File: src/rtl/shift_seq_ctrl_if.sv
// Command and shift-register control bundle for shift_seq_ctrl.
// The master side issues commands. The slave side drives the shift register controls.
interface shift_seq_ctrl_if #(
   parameter int N  = 4,
   parameter int CW = $clog2(N + 1)
);
   logic          cmd_valid;
   logic          cmd_ready;
   logic          cmd_clear;
   logic          cmd_dir;
   logic [CW-1:0] cmd_count;
   logic [N-1:0]  cmd_data;
   logic          abort;
   logic          sr_clr;
   logic          sr_en;
   logic          sr_dir;
   logic          sr_din;
   logic          busy;
   logic          done;
   logic          aborted;

   modport master (
      output cmd_valid, cmd_clear, cmd_dir, cmd_count, cmd_data, abort,
      input  cmd_ready, sr_clr, sr_en, sr_dir, sr_din, busy, done, aborted
   );

   modport slave (
      input  cmd_valid, cmd_clear, cmd_dir, cmd_count, cmd_data, abort,
      output cmd_ready, sr_clr, sr_en, sr_dir, sr_din, busy, done, aborted
   );
endinterface

File: src/rtl/shift_seq_ctrl.sv
// Command-driven sequencer for an N-bit left/right shift register.
// It accepts one command at a time and feeds the register one serial bit per cycle, LSB first.
module shift_seq_ctrl #(
   parameter int N  = 4,
   parameter int CW = $clog2(N + 1)
) (
   input logic              clk,
   input logic              rst,
   shift_seq_ctrl_if.slave  bus
);

   typedef enum logic [1:0] {
      IDLE  = 2'd0,
      CLEAR = 2'd1,
      SHIFT = 2'd2,
      DONE  = 2'd3
   } state_t;

   state_t        state, state_next;
   logic [N-1:0]  data_reg, data_next;
   logic [CW-1:0] rem, rem_next;
   logic          dir_reg, dir_next;
   logic          aborted_reg, aborted_next;
   logic          accept;
   logic [CW-1:0] count_sat;

   assign accept    = bus.cmd_valid && (state == IDLE);
   assign count_sat = (bus.cmd_count > CW'(N)) ? CW'(N) : bus.cmd_count;

   always_ff @(posedge clk or posedge rst) begin
      if (rst) begin
         state       <= IDLE;
         data_reg    <= '0;
         rem         <= '0;
         dir_reg     <= 1'b0;
         aborted_reg <= 1'b0;
      end else begin
         state       <= state_next;
         data_reg    <= data_next;
         rem         <= rem_next;
         dir_reg     <= dir_next;
         aborted_reg <= aborted_next;
      end
   end

   // A shift in progress always completes its current cycle; abort only prevents the next one.
   always_comb begin
      state_next   = state;
      data_next    = data_reg;
      rem_next     = rem;
      dir_next     = dir_reg;
      aborted_next = aborted_reg;
      case (state)
         IDLE: begin
            if (accept) begin
               dir_next     = bus.cmd_dir;
               data_next    = bus.cmd_data;
               rem_next     = count_sat;
               aborted_next = 1'b0;
               if (bus.cmd_clear)
                  state_next = CLEAR;
               else if (count_sat == '0)
                  state_next = DONE;
               else
                  state_next = SHIFT;
            end
         end
         CLEAR: state_next = DONE;
         SHIFT: begin
            data_next = data_reg >> 1;
            rem_next  = rem - CW'(1);
            if (bus.abort) begin
               aborted_next = 1'b1;
               state_next   = DONE;
            end else if (rem == CW'(1)) begin
               state_next = DONE;
            end
         end
         DONE:    state_next = IDLE;
         default: state_next = IDLE;
      endcase
   end

   // Outputs depend only on state and registers, so command inputs never reach the register controls combinationally.
   assign bus.cmd_ready = (state == IDLE);
   assign bus.busy      = (state != IDLE);
   assign bus.sr_clr    = (state == CLEAR);
   assign bus.sr_en     = (state == SHIFT);
   assign bus.sr_dir    = (state == SHIFT) ? dir_reg : 1'b0;
   assign bus.sr_din    = (state == SHIFT) ? data_reg[0] : 1'b0;
   assign bus.done      = (state == DONE);
   assign bus.aborted   = aborted_reg;

   a_clr_en_exclusive: assert property (@(posedge clk) disable iff (rst) !(bus.sr_en && bus.sr_clr));

endmodule
File: src/flat_wrapper.sv
// flat-port wrapper written by rule: the top's interface ports become plain ports
module shift_seq_ctrl_flat 
#(
   parameter int N  = 4,
   parameter int CW = $clog2(N + 1)
)
  (clk, rst, bus_cmd_valid, bus_cmd_clear, bus_cmd_dir, bus_cmd_count, bus_cmd_data, bus_abort, bus_cmd_ready, bus_sr_clr, bus_sr_en, bus_sr_dir, bus_sr_din, bus_busy, bus_done, bus_aborted);
  shift_seq_ctrl_if #(.N(N), .CW(CW)) bus_i ();
  input logic clk;
  input logic rst;
  input wire logic [$bits(bus_i.cmd_valid)-1:0] bus_cmd_valid;
  input wire logic [$bits(bus_i.cmd_clear)-1:0] bus_cmd_clear;
  input wire logic [$bits(bus_i.cmd_dir)-1:0] bus_cmd_dir;
  input wire logic [$bits(bus_i.cmd_count)-1:0] bus_cmd_count;
  input wire logic [$bits(bus_i.cmd_data)-1:0] bus_cmd_data;
  input wire logic [$bits(bus_i.abort)-1:0] bus_abort;
  output wire logic [$bits(bus_i.cmd_ready)-1:0] bus_cmd_ready;
  output wire logic [$bits(bus_i.sr_clr)-1:0] bus_sr_clr;
  output wire logic [$bits(bus_i.sr_en)-1:0] bus_sr_en;
  output wire logic [$bits(bus_i.sr_dir)-1:0] bus_sr_dir;
  output wire logic [$bits(bus_i.sr_din)-1:0] bus_sr_din;
  output wire logic [$bits(bus_i.busy)-1:0] bus_busy;
  output wire logic [$bits(bus_i.done)-1:0] bus_done;
  output wire logic [$bits(bus_i.aborted)-1:0] bus_aborted;
  assign bus_i.cmd_valid = bus_cmd_valid;
  assign bus_i.cmd_clear = bus_cmd_clear;
  assign bus_i.cmd_dir = bus_cmd_dir;
  assign bus_i.cmd_count = bus_cmd_count;
  assign bus_i.cmd_data = bus_cmd_data;
  assign bus_i.abort = bus_abort;
  assign bus_cmd_ready = bus_i.cmd_ready;
  assign bus_sr_clr = bus_i.sr_clr;
  assign bus_sr_en = bus_i.sr_en;
  assign bus_sr_dir = bus_i.sr_dir;
  assign bus_sr_din = bus_i.sr_din;
  assign bus_busy = bus_i.busy;
  assign bus_done = bus_i.done;
  assign bus_aborted = bus_i.aborted;
  shift_seq_ctrl #(.N(N), .CW(CW)) u_core (.clk(clk), .rst(rst), .bus(bus_i));
endmodule
File: config.mk
export PLATFORM = sky130hd
export DESIGN_NAME = shift_seq_ctrl_flat
export DESIGN_NICKNAME = d
export VERILOG_FILES = /design/src/rtl/shift_seq_ctrl_if.sv /design/src/rtl/shift_seq_ctrl.sv /design/src/flat_wrapper.sv
export SDC_FILE = /design/constraint.sdc
export NUM_CORES = 1
export LEC_CHECK = 0
export ABC_AREA = 1
export CAP_MARGIN = 20
export CORE_MARGIN = 4
export CORE_UTILIZATION = 45
export CTS_CLUSTER_DIAMETER = 150
export CTS_CLUSTER_SIZE = 40
export DETAILED_ROUTE_END_ITERATION = 12
export GPL_TIMING_DRIVEN = 0
export PLACE_DENSITY = 0.77
export SYNTH_ARGS = -nofsm -noshare
export SYNTH_HDL_FRONTEND = slang
export SYNTH_SLANG_ARGS = --single-unit
File: constraint.sdc
create_clock -name clk -period 1.85 [get_ports clk]
set_clock_uncertainty 0.2 [all_clocks]
set_input_delay 0.2775 -clock clk [delete_from_list [all_inputs] [get_ports clk]]
set_output_delay 0.2775 -clock clk [all_outputs]
set_load 0.05 [all_outputs]
; Word level (Yosys, flattened, before mapping)
; Index checks and enable logic that the tools add are counted.
[word_totals]
reg_bits = 11
output_inout_bits = 8
word_cells = 39
[classes]
addsub = 1
n_lt_le_gt_ge = 1
eq_ne = 7
mux = 16
reduce_logical = 9
[op_table]
columns = op, n
row1 = 2-bit two-way mux, 4
row2 = 2-bit case mux with 4 select lines, 1
row3 = 4-bit case mux with 2 select lines, 1
row4 = 3-bit two-way mux, 2
row5 = 3-bit case mux with 2 select lines, 1
row6 = 2-bit AND reduction, 3
row7 = 1-bit two-way mux, 5
row8 = 2-bit == test (second input constant), 2
row9 = 4-bit two-way mux, 1
row10 = 2-bit nonzero test, 2
row11 = 3-bit by 1-bit == test with 1-bit output (second input constant), 1
row12 = 3-bit > comparator (second input constant), 1
row13 = 3-bit logical NOT, 1
row14 = 3-bit by 2-bit inequality test with 1-bit output (second input constant), 1
row15 = 3-bit AND reduction, 1
row16 = 3-bit by 1-bit subtractor with 3-bit output (second input constant), 1
row17 = 2-bit by 1-bit == test with 1-bit output (second input constant), 1
row18 = 2-bit logical NOT, 1
row19 = 2-bit by 1-bit inequality test with 1-bit output (second input constant), 1
row20 = 2-bit inequality test (second input constant), 1
row21 = 1-bit case mux with 2 select lines, 1
row22 = 1-bit logical AND, 1

; Depth between registers and ports, before layout
[depth]
ltp_word = 7
mapped_depth = 9
ltp_nobuf = 8

; Least setup slack after synthesis
; OpenSTA, ideal clock, no wires.
[synth_path]
kind = register -> register
start = reg u_core.state[0]
end = reg u_core.state[1]
arrival_time_ns = 1.707
slack_ns = -0.174
path_stages_with_launch = 7
synth_period_minus_slack_ns = 2.024
cell_sequence = dfrtp_1 > inv_1 > ha_1 > inv_2 > or2_4 > nand3_1 > nand2_1
[synth_between]
elab_chain_len = 4
word_cells_on_any_way = 9
cone_classes = eq/ne (5) / mux (1) / reduce/logical (3)
[synth_lines]
columns = item, line
row1 = start: declaration, shift_seq_ctrl.sv:19  ; state_t state, state_next;
row2 = start signal: assignment, shift_seq_ctrl.sv:38  ; state <= state_next;
row3 = 2-bit logical NOT (*), -
row4 = via bus_cmd_ready, flat_wrapper.sv:17  ; output wire logic [$bits(bus_i.cmd_ready)-1:0] bus_cmd_ready;
row5 = 1-bit logical AND, shift_seq_ctrl.sv:27  ; assign accept = bus.cmd_valid && (state == IDLE);
row6 = 2-bit by 1-bit inequality test with 1-bit output (no source line), -
row7 = 2-bit AND reduction (no source line), -
; Mark *: on every way through the listed nets, which the timed path passes. The rest lies on a longest branch.
; A chain may end at the register's enable or synchronous reset.

; Worst setup path after layout
[layout_path]
start = reg u_core.state[0]
end = out bus_sr_din
[layout_between]
elab_chain_len = 2
[layout_lines]
columns = item, line
row1 = 2-bit == test, shift_seq_ctrl.sv:90  ; assign bus.sr_din = (state == SHIFT) ? data_reg[0] : 1'b0;
row2 = 1-bit two-way mux, shift_seq_ctrl.sv:90
row3 = end: declaration, flat_wrapper.sv:21  ; output wire logic [$bits(bus_i.sr_din)-1:0] bus_sr_din;
; No other way between the ends.

==> metrics.yaml <==
grt_max_degree: 12
worst_setup_path_end_kind: "output port"
track_usage_pct: 16.5
cts_tree: "done"
synth_top_area_share_pct: 39.4
largest_reg_flops: 4
start_util_pct: 50.6
wirelength_um: 1570
rsz0062_at_grt: "true"
synth_top_area_cell: "dfrtp_1"
p_clk_share_pct: 9.0
clock_path_buffers: 2
setup_tns_ns: 0
root_buffer: "clkbuf_4"
place.gp.congestion: 0.736
holdWs_ns: 0.0989
grt.overflow.total: 0
dp_slack_ns: -0.412
num_rows: 13
h-tree-depth: 1
worst_pin_slew_ns: 0.485
post-route-drc-count: 0
clk_pin_slew_ns: 0.07
synth_top_family_by_area: "simple AND/OR/NAND/NOR gates"
ys_seq_area_share_pct: 39.4
layout-drive-gt1-share_pct: 23.8
leakage_nw: 0.559
synth-simple-area-share_pct: 32.9
antenna_cells: 0
synth-compound-area-share_pct: 5.72
swShare_pct: 51.7
finalMaxSlewViolations: 0
area_growth_pct: 45.8
power.switching_mw: 0.946
hp-class: "in -> async"
fin_crit_sh_pct: 97.6
avgRoutedWirePerCell_um: 10.8
slew_headroom_pct: 67.8
rrSetupSlack_ns: 0.19
worst_slack_ns: 0.0453
ys_seq_elements: 11
dpl.hpwl_um: 1250
drt_iter0_markers: 13
period_minus_slack_ns: 1.80
synth-adder-area-share_pct: 10.7
clock_latency_ns: 0.27
die_h_um: 47.4
postPlaceCellArea_um2: 931
internal_power_mw: 0.884
dr_total_vias: 677
vdd_drop_max_mv: 0.840
gr-usage-met1_pct: 19.2
routed_via_density: 4.67
synth_nets: 120
drt-pass1-iter-count: 4
fmax_mhz: 554
status: "finished clean"
drtAntennaViolNets: 0
ios: 21
synthTopCellsByArea: "dfrtp_1 (39%), nand2_1 (24%), ha_1 (11%), inv_1 (8.6%), o21ai_0 (4.3%)"
grt-busiest-layer: "met2"
die_area_um2: 2250
max_cap_violations: 0
grt_antenna_before_repair: 0
worstSetupStartpointType: "flip-flop"
cts_sinks: 11
setup_viol: 0
core_area_um2: 1380
powerDensity_nw_per_um2: 1790
ys.warnings.count: 0
met2_usage_pct: 30.2
cp_data_required_time_ns: 1.37
grt_pass1_vias: 635
io_buffer_count: 20
muxShareOfSynthArea_pct: 0
use_met3_pct: 5.64
nNetsFinal: 150
pwr-share-seq_pct: 24.2
final_area_um2: 1020
grt_pass1_wl_um: 2620
finalHoldViolCount: 0
combinationalPowerShare_pct: 66.9
syn_area_um2: 699
post_synth.cell_area_avg_um2: 6.92
crit_fanout: 5
synth_xor_area_share_pct: 0
numCtsBuffers: 3
synthCells: 101
worstSetupPathType: "reg -> out"
die_x_um: 47.4
synth_cell_types: 13
worstPathArrival_ns: 1.33
cts_hold_buf: 0
-- metrics by stage --
stage	utilization [%]	total power, mW	std cells
2_1_floorplan	-	1.27	101
4_1_cts	70.2	1.74	141
3_5_place_dp	67.3	1.57	136
5_1_grt	73.8	1.98	145
3_3_place_gp	67.3	1.53	136
6_report	73.8	1.83	145
-- power by group through the flow --
stage	logic, mW	registers, mW	clock network (mW)
detailed placement	1.14	0.431	0
floorplan	0.815	0.452	0
global route	1.35	0.457	0.178
CTS	1.14	0.431	0.170
finish	1.22	0.442	0.164
global placement	1.10	0.427	0
-- worst max-delay path, cell delays in order (launching register included) --
cell	delay [ns]
dfrtp_1	0.41
inv_2	0.08
ha_4	0.17
buf_8	0.13
nand2_4	0.06
clkinvlp_4	0.08
buf_8	0.15
-- metal layers --
metal | share of wire [%] | up-vias
met5 | 0 | -
met4 | 0 | 0
met3 | 4.4 | 0
met2 | 54 | 12
met1 | 42 | 309
li1 | - | 356
-- synth_stat cells --
cell type  count
a21oi_1        2
buf_4          1
dfrtp_1       11
ha_1           6
inv_1         16
inv_2          3
nand2_1       44
nand2_2        3
nand3_1        4
nor2_1         3
nor2_2         1
o21ai_0        6
or2_4          1
-- repair_timing --
item | CTS | global route
pin swaps | 0 | 1
setup endpoints to repair | 8 | 4
endpoints found under the hold margin | 0 | 0
gates resized for setup | 38 | 9
buffers inserted | 1 | 4
-- path summary, 6_finish.rpt --
| kind | from | cells past startpoint | endpoint |
|---|---|---|---|
| hold reg to reg | u_core.data_reg[2]$_DFFE_PP0P_ | 2 | u_core.data_reg[2]$_DFFE_PP0P_ |
| setup / recovery | u_core.state[0]$_DFFE_PP0P_ | 6 | bus_sr_din |
| hold / removal | rst | 2 | u_core.bus.aborted$_DFFE_PP0P_ |
| max in group asynchronous | rst | 2 | u_core.data_reg[1]$_DFFE_PP0P_ |
| setup reg to reg | u_core.state[0]$_DFFE_PP0P_ | 9 | u_core.rem[1]$_DFFE_PP0P_ |
| min in group clk | u_core.data_reg[2]$_DFFE_PP0P_ | 2 | u_core.data_reg[2]$_DFFE_PP0P_ |
-- final cells by class --
type / instances / area (um^2)
multi-input cells: 70 / 375
fillers: 109 / 363
flip-flops and latches: 11 / 275
repair buffers: 25 / 230
inverters: 19 / 78.8
clock buffers: 4 / 26.3
well taps: 15 / 18.8
plain buffers: 1 / 15.0
-- placed cells by master, fill, tap and decap left out, types with 2 or more instances in the layout --
cell	netlist	layout
clkbuf_4	0	4
buf_4	1	5
clkinvlp_4	0	2
inv_2	3	4
ha_1	6	4
dfrtp_1	11	11
nor2_1	3	3
nand2_2	3	3
nand2_4	0	2
buf_2	0	2
a21oi_1	2	2
clkdlybuf4s50_1	0	12
o21ai_0	6	6
buf_8	0	3
nand3_1	4	4
inv_1	16	13
nand2_1	44	42
-- cell families after synthesis --
| group | after synthesis |
|---|---|
| AO/OA/AOI/OAI | 8 |
| flip-flops | 11 |
| AND/OR/NAND/NOR | 56 |
| buffers and inverters | 20 |
| adder cells (fa/ha/maj) | 6 |
(Power assumes the default switching activity.)
